### config.mk
export PLATFORM = sky130hd
export DESIGN_NAME = axi_lite_master_bridge
export DESIGN_NICKNAME = d
export VERILOG_FILES = /design/src/rtl/axi_lite_master_bridge.sv
export SDC_FILE = /design/constraint.sdc
export NUM_CORES = 1
export LEC_CHECK = 0
export ABC_CLOCK_PERIOD_IN_PS = 1850
export CAP_MARGIN = 15
export CORE_AREA = 2 2 124 126
export CTS_BUF_LIST = sky130_fd_sc_hd__clkbuf_16
export DETAILED_ROUTE_END_ITERATION = 10
export DIE_AREA = 0 0 126 128
export PLACE_DENSITY_LB_ADDON = 0.25
export SLEW_MARGIN = 20
export SYNTH_ARGS = -nofsm -noshare
export SYNTH_HDL_FRONTEND = slang
export SYNTH_SLANG_ARGS = --single-unit
### constraint.sdc
create_clock -name clk -period 1.85 [get_ports clk]
set_clock_uncertainty 0.1 [all_clocks]
set_input_delay 0.185 -clock clk [delete_from_list [all_inputs] [get_ports clk]]
set_output_delay 0.185 -clock clk [all_outputs]
set_load 0.005 [all_outputs]
### src/rtl/axi_lite_master_bridge.sv
// AXI4 initiator: turns one local read/write request into a single or INCR-burst AXI transaction.
// Optional watchdog (sticky err_timeout output) is built when AXI_MST_TIMEOUT_EN is defined.
module axi_lite_master_bridge #(
  parameter logic [7:0] MST_ID = 8'd0,
  parameter int         ADDR_W = 32
) (
  input  logic              clk,
  input  logic              rst,
  input  logic              req_valid,
  output logic              req_ready,
  input  logic              req_write,
  input  logic [ADDR_W-1:0] req_addr,
  input  logic [3:0]        req_len,
  input  logic [31:0]       wr_data,
  input  logic [3:0]        wr_strb,
  input  logic              wr_valid,
  output logic              wr_ready,
  output logic [31:0]       rd_data,
  output logic              rd_valid,
  output logic              rd_last,
  input  logic              rd_ready,
  output logic              done,
  output logic [1:0]        done_resp,
  output logic [7:0]        ARID_M,
  output logic [ADDR_W-1:0] ARADDR_M,
  output logic [3:0]        ARLEN_M,
  output logic [2:0]        ARSIZE_M,
  output logic [1:0]        ARBURST_M,
  output logic              ARVALID_M,
  input  logic              ARREADY_M,
  input  logic [7:0]        RID_M,
  input  logic [31:0]       RDATA_M,
  input  logic [1:0]        RRESP_M,
  input  logic              RLAST_M,
  input  logic              RVALID_M,
  output logic              RREADY_M,
  output logic [7:0]        AWID_M,
  output logic [ADDR_W-1:0] AWADDR_M,
  output logic [3:0]        AWLEN_M,
  output logic [2:0]        AWSIZE_M,
  output logic [1:0]        AWBURST_M,
  output logic              AWVALID_M,
  input  logic              AWREADY_M,
  output logic [31:0]       WDATA_M,
  output logic [3:0]        WSTRB_M,
  output logic              WLAST_M,
  output logic              WVALID_M,
  input  logic              WREADY_M,
  input  logic [7:0]        BID_M,
  input  logic [1:0]        BRESP_M,
  input  logic              BVALID_M,
  output logic              BREADY_M
`ifdef AXI_MST_TIMEOUT_EN
  ,
  output logic              err_timeout
`endif
);

  typedef enum logic [2:0] {
    IDLE, RADDR, RDATA, WADDR, WDATA, WRESP, DONE
  } state_t;

  state_t            state, state_n;
  logic [ADDR_W-1:0] addr_q;
  logic [3:0]        len_q;
  logic [3:0]        beat_cnt;
  logic              err_q;
  logic              r_hs, w_hs, last_beat, r_mism;
  logic [1:0]        resp_max;

  // Single outstanding transaction, so returned IDs carry no information.
  logic unused_ids;
  assign unused_ids = ^{RID_M, BID_M};

  assign ARID_M    = MST_ID;
  assign AWID_M    = MST_ID;
  assign ARSIZE_M  = 3'b010;
  assign AWSIZE_M  = 3'b010;
  assign ARBURST_M = 2'b01;
  assign AWBURST_M = 2'b01;
  assign ARADDR_M  = addr_q;
  assign AWADDR_M  = addr_q;
  assign ARLEN_M   = len_q;
  assign AWLEN_M   = len_q;
  assign rd_data   = RDATA_M;
  assign WDATA_M   = wr_data;
  assign WSTRB_M   = wr_strb;

  assign last_beat = (beat_cnt == len_q);
  assign r_hs      = (state == RDATA) && RVALID_M && rd_ready;
  assign w_hs      = (state == WDATA) && wr_valid && WREADY_M;
  // Slave burst length disagrees with the requested length on this beat.
  assign r_mism    = (RLAST_M != last_beat);
  assign resp_max  = (RRESP_M > done_resp) ? RRESP_M : done_resp;

  always_comb begin
    state_n   = state;
    req_ready = 1'b0;
    ARVALID_M = 1'b0;
    AWVALID_M = 1'b0;
    RREADY_M  = 1'b0;
    rd_valid  = 1'b0;
    rd_last   = 1'b0;
    WVALID_M  = 1'b0;
    wr_ready  = 1'b0;
    WLAST_M   = 1'b0;
    BREADY_M  = 1'b0;
    done      = 1'b0;
    case (state)
      IDLE: begin
        req_ready = 1'b1;
        if (req_valid) state_n = req_write ? WADDR : RADDR;
      end
      RADDR: begin
        ARVALID_M = 1'b1;
        if (ARREADY_M) state_n = RDATA;
      end
      RDATA: begin
        rd_valid = RVALID_M;
        rd_last  = RLAST_M;
        RREADY_M = rd_ready;
        if (r_hs && RLAST_M) state_n = DONE;
      end
      WADDR: begin
        AWVALID_M = 1'b1;
        if (AWREADY_M) state_n = WDATA;
      end
      WDATA: begin
        WVALID_M = wr_valid;
        wr_ready = WREADY_M;
        WLAST_M  = last_beat;
        if (w_hs && last_beat) state_n = WRESP;
      end
      WRESP: begin
        BREADY_M = 1'b1;
        if (BVALID_M) state_n = DONE;
      end
      DONE: begin
        done    = 1'b1;
        state_n = IDLE;
      end
      default: state_n = IDLE;
    endcase
  end

  always_ff @(posedge clk or posedge rst) begin
    if (rst) begin
      state     <= IDLE;
      addr_q    <= '0;
      len_q     <= '0;
      beat_cnt  <= '0;
      err_q     <= 1'b0;
      done_resp <= 2'b00;
    end else begin
      state <= state_n;
      case (state)
        IDLE: begin
          if (req_valid) begin
            addr_q    <= req_addr;
            len_q     <= req_len;
            beat_cnt  <= '0;
            err_q     <= 1'b0;
            done_resp <= 2'b00;
          end
        end
        RDATA: begin
          if (r_hs) begin
            beat_cnt <= beat_cnt + 4'd1;
            if (RLAST_M) begin
              done_resp <= (err_q || r_mism) ? 2'b10 : resp_max;
            end else begin
              done_resp <= resp_max;
              err_q     <= err_q | r_mism;
            end
          end
        end
        WDATA: begin
          if (w_hs && !last_beat) beat_cnt <= beat_cnt + 4'd1;
        end
        WRESP: begin
          if (BVALID_M) done_resp <= BRESP_M;
        end
        default: ;
      endcase
    end
  end

`ifdef AXI_MST_TIMEOUT_EN
  logic [15:0] wd_cnt;
  logic        busy;
  assign busy = (state != IDLE) && (state != DONE);

  // Watchdog only flags a stuck phase; the transaction itself keeps waiting.
  always_ff @(posedge clk or posedge rst) begin
    if (rst) begin
      wd_cnt      <= '0;
      err_timeout <= 1'b0;
    end else begin
      if (state_n != state) wd_cnt <= '0;
      else if (busy && wd_cnt != 16'hFFFF) wd_cnt <= wd_cnt + 16'd1;
      if (wd_cnt == 16'hFFFF) err_timeout <= 1'b1;
    end
  end
`endif

endmodule

==> reports/qor.csv, run 1 <==
stage,metric,value,unit
placement,Port Buf Inserts,136,
run_status,outcome,completed,
global_route,number of global-route vias before repair,2323,
power_and_ir_drop,Pwr Density,1625,nW/um^2
power_and_ir_drop,Max VDD drop,0.5296,mV
sta,setup TNS,0,ps
clocking,CTS H-tree depth,2,
critical_path,worst path arrival time,1540,ps
power_and_ir_drop,P_leak,1.987,nW
logic_synthesis,sequential element share of the synthesized area,34.61,%
clocking,Worst-Skew Late Latency,300,ps
logic_synthesis,Post-synth ARST share,100.0,%
logic_synthesis,largest area contributor in the netlist,dfrtp_1,
critical_path,Crit Path Category,register to primary output,
floorplanning,Core ar.,14860,um^2
sta,final hold vios,0,
logic_synthesis,Synth Area per Inst,10.80,um^2
detailed_routing,drc violations,0,
critical_path,crit path launch type,register,
min_path,worst min path class,input port to primary output,
detailed_routing,WL final,7553,um
logic_synthesis,Syn. warnings,0,
critical_path,Worst Path Required,1560,ps
sta,Fin Hold WS,270.0,ps
layout,Layout Utilization,30.08,%
clocking,clk root buf,clkbuf_16,
layout,final non-filler cell total,564,
sta,period utilization,98.83,%
floorplanning,Cell Rows,45,
clocking,CTS sink count,46,
placement,DP HPWL,5583,um
logic_synthesis,Most used DFF post-synth,dfrtp_1,
detailed_routing,Via-to-Cell Ratio,3.879,
floorplanning,io pins,315,
clocking,CTS max path bufs,2,
logic_synthesis,Syn Inst Count,308,
floorplanning,die footprint,16130,um^2
detailed_routing,total number of vias,2188,
sta,RSZ-0062 raised after global routing,true,
layout,Synth-to-Final Area Change,34.46,%
logic_synthesis,Synth cell types,48,
placement,Placer Congestion,0.7279,
detailed_routing,initial detailed-routing violation count,42,
placement,placed cells,541,
logic_synthesis,Synth top area share,34.61,%
global_route,initial antenna violation count,0,
clocking,"Clk pin slew, worst setup/hold paths",60,ps
power_and_ir_drop,Power Total,7.265,mW
floorplanning,Die Y,128,um
detailed_routing,Wirelength per Cell,13.39,um
logic_synthesis,Mapped Area,3326,um^2
layout,Final #Nets,518,
floorplanning,Initial Util,22.37,%
sta,Final Slew Violations,0,
clocking,CTS Buf Count,5,
job,MaxCap Viol Count,0,
floorplanning,Die W,126,um
global_route,grt ovf,0,
layout,share of layout cells above drive strength 1,27.66,%
sta,Peak Freq,0.5469,GHz
clocking,CTS tree,yes,
global_route,wire length of the first global-routing pass,11940,um
layout,register area,1155,um^2
global_route,total global-route track usage,9.387,%
logic_synthesis,"EDFF count, synth",0,
logic_synthesis,"top cells by area, synth","dfrtp_1 35%, buf_4 30%, mux2_4 8.6%, mux2_2 3.7%, mux2_1 2.7%",
logic_synthesis,Yosys reg bits,46,
layout,fillers,1559,
critical_path,critical path endpoint category,primary output,
sta,final setup violation count,0,
detailed_routing,Routed Antenna Nets,0,
global_route,largest net degree at the start of global routing,27,
sta,Tmin final,1828,ps
layout,area of the multi-input gates,1222,um^2
critical_path,crit path max fanout,3,
detailed_routing,First-pass DRT Iterations,4,
layout,ant diodes,0,
final timing paths:
kind / startpoint / to / slack (ps) / cells after the start
worst max-delay path: state[1] / wr_ready / 20 / 5
worst min-delay path: wr_data[2] / WDATA_M[2] / 270 / 0
worst max register to register: state[1] / beat_cnt[0] / 30 / 8
worst min register to register: err_q / err_q / 400 / 2
max in group asynchronous: rst / ARADDR_M[18] / 650 / 4
min in group asynchronous: rst / ARADDR_M[9] / 500 / 3
cells by family (layout without fill, tap and decap cells):
kind of cell,count (synthesis),in the layout,share of synthesized area [%]
adders and majority gates,5,5,1.881
muxes,39,39,15.31
xor gates and xnor gates,5,5,1.317
buffers and inverters,148,192,32.99
AOI/OAI and AO/OA,25,25,6.584
and+or+nand+nor,38,38,7.073
other,2,26,0.2258
DFF,46,46,34.61
synth_stat cells, types with 3 or more instances:
| cell type | number |
|---|---|
| dfrtp_1 | 46 |
| buf_4 | 133 |
| nor2_1 | 8 |
| and2_1 | 5 |
| o21ai_0 | 3 |
| mux2_4 | 19 |
| mux2_2 | 11 |
| nand2_1 | 6 |
| and3_1 | 4 |
| ha_1 | 5 |
| xnor2_1 | 4 |
| nor3_2 | 4 |
| inv_1 | 8 |
| nor3b_1 | 3 |
| a21oi_1 | 3 |
| mux2_1 | 8 |
worst max-delay path: stages, from the launching register on:
cell             delay (ps)
dfrtp_2                 430
buf_4                   150
nor3_4                  230
buf_6                   130
and2_1                  110
clkdlybuf4s15_1         200
sequential cells by signal (all words and copies together) (netlist names):
| name | cells |
|---|---|
| done_resp | 2 |
| err_q | 1 |
| beat_cnt | 4 |
| state | 3 |
| ARADDR_M | 32 |
| ARLEN_M | 4 |
placed cells by master, fill, tap and decap left out, types with 5 or more instances in the layout:
cell type | synthesis | final
mux2_1 | 8 | 8
ha_1 | 5 | 5
mux2_4 | 19 | 19
dlygate4sd2_1 | 0 | 8
inv_1 | 8 | 6
buf_4 | 133 | 35
clkbuf_16 | 0 | 5
clkdlybuf4s50_1 | 0 | 125
nor2_1 | 8 | 6
mux2_2 | 11 | 11
conb_1 | 2 | 26
nand2_1 | 6 | 6
dfrtp_1 | 46 | 43
area by class of cell:
class / instances / area share, %
clock inverter: 1 / 0.08394
inverter: 10 / 0.8394
timing repair buffer: 176 / 37.86
multi-input combinational: 138 / 27.34
sequential: 46 / 25.83
clock buffer: 5 / 2.798
tap: 188 / 5.260
stage by stage:
step | instance area [um^2] | setup slack, ps
finish | 4472 | 21.56
floorplan | 3416 | 195.6
detailed placement | 4151 | -82.72
global route | 4472 | -59.13
CTS | 4467 | 1.074
global placement | 4151 | -52.36
metal layers:
layer  up-vias  global-route usage, %  wire (um)  part of all wire, %
met3        34                  2.963        587                  7.8
met2       107                  14.61       3623                   48
li1        999                      -          -                    -
met4         0                  6.012        219                  2.9
met5         -                      0          0                    0
met1      1048                  11.23       3122                   41
power breakdown:
part           switching (mW)  internal [mW]  total (mW)  leakage [nW]
logic                    1.46           2.97        4.43          1.37
clock network           0.390          0.482       0.872        0.0632
registers               0.447           1.51        1.96         0.553
what timing repair did:
action,CTS,global route
pin swaps,5,1
hold buffers,1,0
buffers inserted,16,0
endpoints found under the hold margin,1,0
resized for setup,26,5
endpoints found under the setup margin,12,10
No activity file was read; power rests on OpenSTA's default activity.
==> inputs of run 2 (changes only) <==
==> constraint.sdc (replaced) <==
create_clock -name clk -period 1.85 [get_ports clk]
set_clock_uncertainty 0.1 [all_clocks]
set_input_delay 0.555 -clock clk [delete_from_list [all_inputs] [get_ports clk]]
set_output_delay 0.555 -clock clk [all_outputs]
set_load 0.005 [all_outputs]
==> run 2 against run 1 <==
The flow now finishes with violations (setup timing). Core utilization rose by 5.7 points. Non-clock buffer count grew 53. Combinational power increased by 26%. Cell count is 9.8% higher. Largest power group unchanged. Critical endpoint is now WLAST_M. First-iteration DRC count did not move. Fmax down 11%. Clock power up 1%. Register-to-register slack got worse by 120 ps. Largest cell class unchanged. Sequential share of layout area decreased by 4.2 points.
==> reports/qor.csv, run 2 (synthesized netlist as in run 1, its figures left out) <==
stage,metric,value,unit,change
placement,Placement Cell Area,4329,um^2,+4.3%
sta,Tmin final,2054,ps,+225.6 ps
floorplanning,die footprint,16130,um^2,unchanged
sta,RSZ-0062 raised after global routing,true,,
sta,final setup violation count,25,,+25
floorplanning,Initial Util,22.37,%,unchanged
global_route,number of global-route vias before repair,2524,,+8.7%
critical_path,worst path arrival time,1400,ps,-140 ps
detailed_routing,drc violations,0,,unchanged
clocking,cts hold-fix bufs,0,,-1
global_route,grt ovf,0,,unchanged
power_and_ir_drop,NetSw,2.693,mW,+17%
clocking,Worst-Skew Late Latency,290,ps,about the same
detailed_routing,M1 WL,3627,um,+16%
power_and_ir_drop,Sw Ratio,32.04,%,+0.45 points
layout,share of layout cells above drive strength 1,45.94,%,+18 points
critical_path,Crit path largest cell delay,430,ps,about the same
global_route,total global-route track usage,10.12,%,+0.73 points
sta,Final Slew Violations,0,,unchanged
critical_path,slowest cell on the critical path,dfrtp_1,,
floorplanning,Cell Rows,45,,unchanged
sta,Final Worst Setup Slack,-204.1,ps,-225.6 ps
sta,setup TNS,-2359,ps,-2359 ps
sta,final hold vios,0,,unchanged
power_and_ir_drop,P_leak,2.780,nW,+40%
power_and_ir_drop,Clk pwr share,10.5,%,-1.5 points
placement,DP HPWL,5511,um,-1.3%
critical_path,crit path max fanout,2,,-1
floorplanning,io pins,315,,unchanged
layout,Synth-to-Final Area Change,60.12,%,
layout,finished layout cell area,5325,um^2,+19%
layout,fillers,1492,,-4.3%
floorplanning,Die Y,128,um,unchanged
job,MaxCap Viol Count,0,,unchanged
clocking,CTS sink count,46,,unchanged
sta,Peak Freq,0.4868,GHz,-11%
critical_path,"Cell Chain, Critical Path",xnor2_2 > nand4_1 > buf_4 > nor2_4 > buf_6,,
critical_path,critical path endpoint category,primary output,,
detailed_routing,highest metal used,met4,,
power_and_ir_drop,Max VDD drop,0.5130,mV,-3.1%
floorplanning,Die W,126,um,unchanged
layout,Final #Nets,571,,+10%
detailed_routing,Met3 Wirelength,529,um,-9.9%
layout,ant diodes,0,,unchanged
detailed_routing,metal2 WL,4312,um,+19%
detailed_routing,Wirelength per Cell,13.97,um,+4.3%
clocking,CTS max path bufs,2,,unchanged
clocking,"Clk pin slew, worst setup/hold paths",70,ps,about the same
power_and_ir_drop,Pwr Density,1579,nW/um^2,-2.8%
clocking,CTS Buf Count,5,,unchanged
global_route,wire length of the first global-routing pass,12930,um,+8.3%
clocking,CTS tree,yes,,
power_and_ir_drop,sequential power share,23.0,%,-4.0 points
detailed_routing,initial detailed-routing violation count,42,,unchanged
critical_path,Crit Path Category,register to primary output,,
global_route,largest net degree at the start of global routing,47,,+74%
power_and_ir_drop,Logic pwr share,66.5,%,+5.5 points
detailed_routing,Via-to-Cell Ratio,3.872,,-0.18%
critical_path,Worst Path Required,1190,ps,-370 ps
global_route,initial antenna violation count,0,,unchanged
detailed_routing,WL final,8645,um,+14%
sta,period utilization,111.0,%,+12 points
detailed_routing,Routed Antenna Nets,0,,unchanged
clocking,CTS H-tree depth,2,,unchanged
run_status,outcome,finished with violations,,
floorplanning,Core ar.,14860,um^2,unchanged
critical_path,flop-to-flop setup slack,-90,ps,-120 ps
detailed_routing,total number of vias,2397,,+9.6%
min_path,worst min path class,register to register,,
layout,number of flip-flops in the largest register,32,,unchanged
layout,"commonest non-fill, non-tap cells in the layout","59 x buf_4, 51 x clkdlybuf4s50_1, 44 x dfrtp_1",,
layout,"most common cell after layout, fill and taps aside",buf_4,,
placement,Placer Congestion,0.6957,,-4.4%
critical_path,crit path launch type,register,,
run_status,failing checks,setup timing,,
placement,Port Buf Inserts,136,,unchanged
clocking,clk root buf,clkbuf_16,,
power_and_ir_drop,internal power,5.713,mW,+15%
detailed_routing,First-pass DRT Iterations,4,,unchanged
## run 2: cell types whose count changed in the layout (fill, tap and decap cells not counted), sizes merged
cell / before / now
dlygate4sd3: 1 / 0
dlygate4sd2: 8 / 36
clkinv: 1 / 2
dlymetal6s2s: 1 / 36
clkdlybuf4s50: 125 / 51
buf: 39 / 103
clkbuf: 6 / 7
inv: 10 / 11
## run 2: worst max-delay path, delay by kind of cell (launching register included)
family	cells	cell delay [ps]
flip-flops	1	430
buffers and inverters	2	270
AND/OR/NAND/NOR	2	230
XOR/XNOR	1	170
## run 2: final cells by class
type / count / area (um^2) / area share, %
Inverter: 10 / 40.04 / 0.7519
Clock buffer: 5 / 125.1 / 2.350
Clock inverter: 3 / 12.51 / 0.2350
Multi-Input combinational cell: 138 / 1439 / 27.02
Timing Repair Buffer: 229 / 2320 / 43.56
Sequential cell: 46 / 1154 / 21.66
Tap cell: 188 / 235.2 / 4.417
## run 2: per-layer routing
| metal | vias to the layer above | track usage, % |
|---|---|---|
| met4 | 0 | 4.719 |
| met1 | 1144 | 12.41 |
| met5 | - | 0 |
| li1 | 1109 | - |
| met2 | 114 | 16.70 |
| met3 | 30 | 2.588 |
## run 2: what timing repair did
item,4_1_cts,5_1_grt
hold endpoints to repair,0,0
endpoints found under the setup margin,91,99
cloned,3,1
resized for setup,150,88
buffers inserted,35,25
pin swaps,23,23
## run 2: through the flow
step / instances / total power, mW / setup WS (ps) / util [%] / hold WS [ps]
detailed placement: 563 / 6.255 / -474.0 / 29.12 / 378.5
CTS: 605 / 8.064 / -264.4 / 33.30 / 424.1
global route: 619 / 9.005 / -303.9 / 35.82 / 449.8
floorplan: 332 / 4.257 / 107.2 / - / 357.4
finish: 619 / 8.406 / -204.1 / 35.82 / 416.8
global placement: 563 / 6.221 / -471.0 / 29.12 / 376.6
## run 2: power by group through the flow
stage	logic (mW)	clock network (mW)	registers, mW
after floorplan	2.33	0	1.93
final	5.59	0.885	1.93
after CTS	5.16	0.954	1.95
after global placement	4.28	0	1.94
after detailed placement	4.31	0	1.95
after global routing	6.02	0.981	2.00
## run 2: final timing paths
check | from | to | cells past startpoint
max reg2reg | state[0] | ARADDR_M[26] | 7
min | err_q | err_q | 2
min in group asynchronous | rst | beat_cnt[0] | 3
max in group asynchronous | rst | state[0] | 3
min reg2reg | err_q | err_q | 2
max | ARLEN_M[0] | WLAST_M | 5
